--- config.mk ---
export PLATFORM = sky130hd
export DESIGN_NAME = alu_operand_stage
export DESIGN_NICKNAME = d
export VERILOG_FILES = /design/src/rtl/alu_pkg.sv /design/src/rtl/alu_regfile.sv /design/src/rtl/alu_operand_stage.sv
export SDC_FILE = /design/constraint.sdc
export NUM_CORES = 2
export LEC_CHECK = 0
export ABC_AREA = 1
export CAP_MARGIN = 20
export CORE_ASPECT_RATIO = 0.8
export CORE_MARGIN = 3
export CORE_UTILIZATION = 40
export DETAILED_ROUTE_END_ITERATION = 7
export HOLD_SLACK_MARGIN = 0.1
export PLACE_DENSITY = 0.62
export SYNTH_ARGS = -nofsm -noshare
export SYNTH_HDL_FRONTEND = slang
export SYNTH_SLANG_ARGS = --single-unit
--- constraint.sdc ---
create_clock -name clk -period 4.4 [get_ports clk]
set_clock_uncertainty 0.1 [all_clocks]
set_input_delay 0.44 -clock clk [delete_from_list [all_inputs] [get_ports clk]]
set_output_delay 0.44 -clock clk [all_outputs]
set_load 0.03 [all_outputs]
--- src/rtl/alu_pkg.sv ---
// Shared ALU definitions: select codes, datapath widths and issue FSM states.
// Used by alu_regfile and alu_operand_stage.
package alu_pkg;

  localparam int DATA_W   = 32;
  localparam int REG_AW   = 5;
  localparam int NUM_REGS = 1 << REG_AW;

  typedef enum logic [2:0] {
    ALU_ADD = 3'd0,
    ALU_SUB = 3'd1,
    ALU_AND = 3'd2,
    ALU_OR  = 3'd3,
    ALU_SLT = 3'd4
  } alu_sel_e;

  typedef enum logic {
    ST_EMPTY = 1'b0,
    ST_FULL  = 1'b1
  } issue_state_e;

  // One-hot select of a register address, used for scoreboard set/clear.
  function automatic logic [NUM_REGS-1:0] addr_mask(input logic [REG_AW-1:0] a);
    addr_mask    = '0;
    addr_mask[a] = 1'b1;
  endfunction

endpackage

--- src/rtl/alu_regfile.sv ---
// 32 x 32-bit register file: two asynchronous read ports, one synchronous write
// port, synchronous clear. Register 0 always reads zero and is never written.
module alu_regfile
  import alu_pkg::*;
(
  input  logic              clk,
  input  logic              rst,
  input  logic              we,
  input  logic [REG_AW-1:0] waddr,
  input  logic [DATA_W-1:0] wdata,
  input  logic [REG_AW-1:0] raddr_a,
  output logic [DATA_W-1:0] rdata_a,
  input  logic [REG_AW-1:0] raddr_b,
  output logic [DATA_W-1:0] rdata_b
);

  logic [DATA_W-1:0] mem [NUM_REGS];

  always_ff @(posedge clk) begin
    if (rst) begin
      for (int i = 0; i < NUM_REGS; i++) mem[i] <= '0;
    end else if (we && waddr != '0) begin
      mem[waddr] <= wdata;
    end
  end

  assign rdata_a = (raddr_a == '0) ? '0 : mem[raddr_a];
  assign rdata_b = (raddr_b == '0) ? '0 : mem[raddr_b];

endmodule

--- src/rtl/alu_operand_stage.sv ---
// ALU operand-fetch/issue stage with pending-write scoreboard and stall counter.
// Define ALU_OPERAND_BYPASS_EN to forward same-cycle write-back data to rs/rt.
module alu_operand_stage
  import alu_pkg::*;
(
  input  logic              clk,
  input  logic              rst,
  input  logic              in_valid,
  output logic              in_ready,
  input  logic [2:0]        in_sel,
  input  logic [REG_AW-1:0] in_rs,
  input  logic [REG_AW-1:0] in_rt,
  input  logic [REG_AW-1:0] in_rd,
  output logic              out_valid,
  input  logic              out_ready,
  output logic [DATA_W-1:0] out_a,
  output logic [DATA_W-1:0] out_b,
  output logic [2:0]        out_sel,
  output logic [REG_AW-1:0] out_rd,
  input  logic              wb_en,
  input  logic [REG_AW-1:0] wb_addr,
  input  logic [DATA_W-1:0] wb_data,
  output logic [15:0]       stall_cnt
);

  logic [DATA_W-1:0]   rd_a, rd_b, src_a, src_b;
  logic [NUM_REGS-1:0] pending, pend_set, pend_clr;
  logic                wb_we, fwd_a, fwd_b, hazard, slot_free, accept;
  issue_state_e        state, state_nxt;

  assign wb_we = wb_en & ~rst;

  alu_regfile u_rf (
    .clk     (clk),
    .rst     (rst),
    .we      (wb_we),
    .waddr   (wb_addr),
    .wdata   (wb_data),
    .raddr_a (in_rs),
    .rdata_a (rd_a),
    .raddr_b (in_rt),
    .rdata_b (rd_b)
  );

`ifdef ALU_OPERAND_BYPASS_EN
  assign fwd_a = wb_en && (wb_addr == in_rs) && (in_rs != '0);
  assign fwd_b = wb_en && (wb_addr == in_rt) && (in_rt != '0);
`else
  assign fwd_a = 1'b0;
  assign fwd_b = 1'b0;
`endif

  assign src_a = fwd_a ? wb_data : rd_a;
  assign src_b = fwd_b ? wb_data : rd_b;

  // Sources only escape the hazard when forwarding supplies the new value;
  // the destination only needs the outstanding write to be retiring now.
  assign pend_clr  = wb_en ? addr_mask(wb_addr) : '0;
  assign hazard    = (pending[in_rs] & ~fwd_a) | (pending[in_rt] & ~fwd_b) |
                     (pending[in_rd] & ~pend_clr[in_rd]);
  assign slot_free = ~out_valid | out_ready;
  assign in_ready  = slot_free & ~hazard & ~rst;
  assign accept    = in_valid & in_ready;
  assign pend_set  = accept ? addr_mask(in_rd) : '0;
  assign out_valid = (state == ST_FULL);

  always_comb begin
    state_nxt = state;
    case (state)
      ST_EMPTY: if (accept) state_nxt = ST_FULL;
      ST_FULL:  if (out_ready && !accept) state_nxt = ST_EMPTY;
      default:  state_nxt = ST_EMPTY;
    endcase
  end

  always_ff @(posedge clk) begin
    if (rst) begin
      state     <= ST_EMPTY;
      pending   <= '0;
      stall_cnt <= '0;
      out_a     <= '0;
      out_b     <= '0;
      out_sel   <= '0;
      out_rd    <= '0;
    end else begin
      state   <= state_nxt;
      // Set wins over clear so a re-issued destination stays pending.
      pending <= ((pending & ~pend_clr) | pend_set) & ~{{(NUM_REGS-1){1'b0}}, 1'b1};
      if (in_valid && slot_free && hazard && stall_cnt != 16'hFFFF)
        stall_cnt <= stall_cnt + 16'd1;
      if (accept) begin
        out_a   <= src_a;
        out_b   <= src_b;
        out_sel <= in_sel;
        out_rd  <= in_rd;
      end
    end
  end

endmodule

==> impl_metrics.csv <==
group,metric,value,unit
pwr,leakagePower,24.5,nW
grt,grt_pass1_vias,53400,
pwr,seq_power_share,47.7,%
route,firstDrtPassIters,8,
clocking,clock_sinks,1144,
floorplanning,die_y,351,µm
pwr,clkPwrFrac,37.9,%
worst_setup_path,cp.required,3.86,ns
route,routed_wl,263000,µm
timing,tightestPinTransition,1.18,ns
worst_setup_path,critical_path_class,"in2out",
clocking,cts_tree,"yes",
clocking,htreeDepth,3,
worst_setup_path,crit_arrival,3.42,ns
clocking,cts_hold_buf,3,
clocking,cts.clk_slew.worst_paths,0.06,ns
cells_and_area,area_growth,14.2,%
floorplanning,start_util,40.6,%
cells_and_area,final_cell_mix,"nor2_1, o21ai_0, edfxtp_1",
worst_setup_path,end_kind,"output pin",
timing,maxSlewViolCount,0,
floorplanning,die_x,437,µm
route,postRouteAntennaNets,0,
clocking,cts_root_buffer,"clkbuf_16",
pwr,vdd_drop_max,308,µV
cells_and_area,design_area,68000,µm²
floorplanning,rows,125,
route,drc_errors,0,
cells_and_area,finalNonFillerCells,9023,
grt,antenna_found_initial,9,
timing,fin_tns_setup,0,ns
worst_setup_path,startpoint_type,"input pin",
timing,whs,0.226,ns
timing,slew_headroom,21.6,%
timing,hold_viol,0,
worst_setup_path,cp_slowest_cell,"clkdlybuf4s50_1",
placed_design,place_congestion,0.934,
run,drv_cap,0,
clocking,ctsLongestPathBuffers,3,
synthesis,syn_avg_cell_area,8.47,µm²
worst_setup_path,critPathMaxFanout,16,
pwr,powerDensity,392,nW/µm²
grt,grt_overflow,0,
synthesis,synthesis.area,59500,µm²
timing,final.period_utilization,90.0,%
synthesis,yosys_warnings,0,
synthesis,synth_edf_count,1024,
worst_setup_path,slowest_delay,0.68,ns
timing,period_needed,3.96,ns
grt,track_usage,33.1,%
pwr,sw_frac_of_total,28.8,%
clocking,post_cts_buffers,0,
route,first_iter_violations,10800,
timing,max_freq,253,MHz
timing,final-setup-viol-count,0,
placed_design,post_dp_cell_area,64000,µm²
cells_and_area,layout-drive-gt1-share,7.99,%
status,outcome,"complete, no violations",
pwr,power.net_switching,7.68,mW
placed_design,placed_cells,8787,
route,avgViaCountPerCell,6.34,
synthesis,synthCells,7028,
route,wire_per_inst,29.2,µm
synthesis,synth-main-ff-cell,"edfxtp_1",
pwr,internal-power,19.0,mW
placed_design,hpwl,155000,µm
timing,rsz0062_at_grt,"false",
synthesis,synth_cell_types,45,
route,vias,57200,
worst_setup_path,cp_cell_sequence,"clkdlybuf4s50_1 -> clkinv_1 -> nor2_4 -> inv_1 -> nor2_1 -> nand2_1 -> nand2_1 -> nor2_1 -> nand3_1 -> nor2_1 -> nand2_1 -> nand2_1 -> nor2_1 -> clkdlybuf4s50_1",
placed_design,port_buffers,149,
cells_and_area,fin_nets,7009,
cells_and_area,fin_util,46.4,%
synthesis,yosysSeqAreaShare,55.7,%
clocking,cts_buffers,119,
cells_and_area,n_fill_cell,13900,
pwr,power_frac_comb,14.4,%
floorplanning,io_pins,150,
clocking,cts.repair.resized,0,
clocking,insertion_delay,0.78,ns
grt,grt_max_degree,121,
worst_setup_path,rrSetupSlack,1.63,ns
synthesis,async_reset_ff_share,0,%
floorplanning,coreArea,147000,µm²
floorplanning,fp.dieArea,154000,µm²
cells_and_area,layout_commonest_cell,"nor2_1",
grt,grt_first_pass_wirelength,374000,µm
worst_hold_path,hold_class,"in2reg",
synthesis,ys_ff_latch,1144,
==> critical path: cells and delay by family <==
| family | cells | cell delay (ns) |
|---|---|---|
| buf+inv | 4 | 1.76 |
| simple gates | 10 | 1.20 |
==> power groups by stage <==
stage,sequential [mW],combinational [mW],clock (mW)
finish,12.7,3.84,10.1
global route,12.8,3.98,10.6
CTS,12.7,3.63,10.1
detailed placement,12.9,3.62,0
global placement,12.9,3.56,0
floorplan,12.9,1.83,0
==> kinds of logic after synthesis <==
family                     Yosys count  synth area share, %
and+or+nand+nor                   3042                 19.9
AOI/OAI and AO/OA                 1968                 18.6
DFF                               1144                 55.7
buffers and inverters              858                 5.65
xor gates and xnor gates            14                0.206
adders and majority gates            1               0.0210
other                                1              0.00630
==> final timing paths <==
| path | start | to | cells after the start |
|---|---|---|---|
| worst max-delay path | in_rd[0] | in_ready | 14 |
| worst min-delay path | out_ready | out_valid$_SDFF_PP0_ | 4 |
| worst max register to register | pending[12]$_SDFF_PP0_ | out_a[0]$_SDFFE_PP0P_ | 15 |
| worst min register to register | out_sel[2]$_SDFFE_PP0P_ | out_sel[2]$_SDFFE_PP0P_ | 2 |
==> per-stage QoR <==
step / setup WS (ns) / power [mW]
2_1_floorplan: 1.35 / 14.8
3_3_place_gp: 0.402 / 16.5
3_5_place_dp: 0.474 / 16.5
4_1_cts: 0.466 / 26.5
5_1_grt: 0.240 / 27.3
6_report: 0.441 / 26.6
==> layout make-up <==
cell class,count,area (µm²),area share [%]
diodes,8,20.0,0.0294
clock buffers,148,3160,4.65
clock inverters,72,589,0.867
inverters,196,768,1.13
multi-input cells,5057,23400,34.4
flip-flops and latches,1144,33200,48.8
well taps,1968,2460,3.62
repair buffers,430,4460,6.57
==> Yosys cell counts, drive strengths merged (19+ instances only) <==
| library cell | n | area, µm² |
|---|---|---|
| a22oi | 128 | 961 |
| a31oi | 20 | 125 |
| nand4 | 23 | 150 |
| edfxtp | 1024 | 30700 |
| nand2 | 642 | 2410 |
| a221oi | 26 | 228 |
| clkbuf | 534 | 2000 |
| nor2 | 2155 | 8120 |
| dfxtp | 120 | 2400 |
| o21ai | 1194 | 5980 |
| o211ai | 77 | 578 |
| nor3 | 21 | 110 |
| buf | 128 | 622 |
| inv | 187 | 702 |
| a21oi | 158 | 791 |
| nand3 | 178 | 891 |
| or2 | 19 | 119 |
| o22ai | 308 | 1930 |
==> routing by layer <==
layer,part of all wire [%],track usage (%)
met1,37,44.4
met2,40,45.8
met3,17,13.6
met4,5.6,16.7
met5,0.0049,0
==> sequential cells by signal, summed over array words and instances (netlist names) <==
signal / flops
u_rf.mem: 1024
out_rd: 5
out_sel: 3
stall_cnt: 16
out_b: 32
out_a: 32
pending: 31
out_valid: 1
Note: power is estimated with default switching activity, not from simulation.
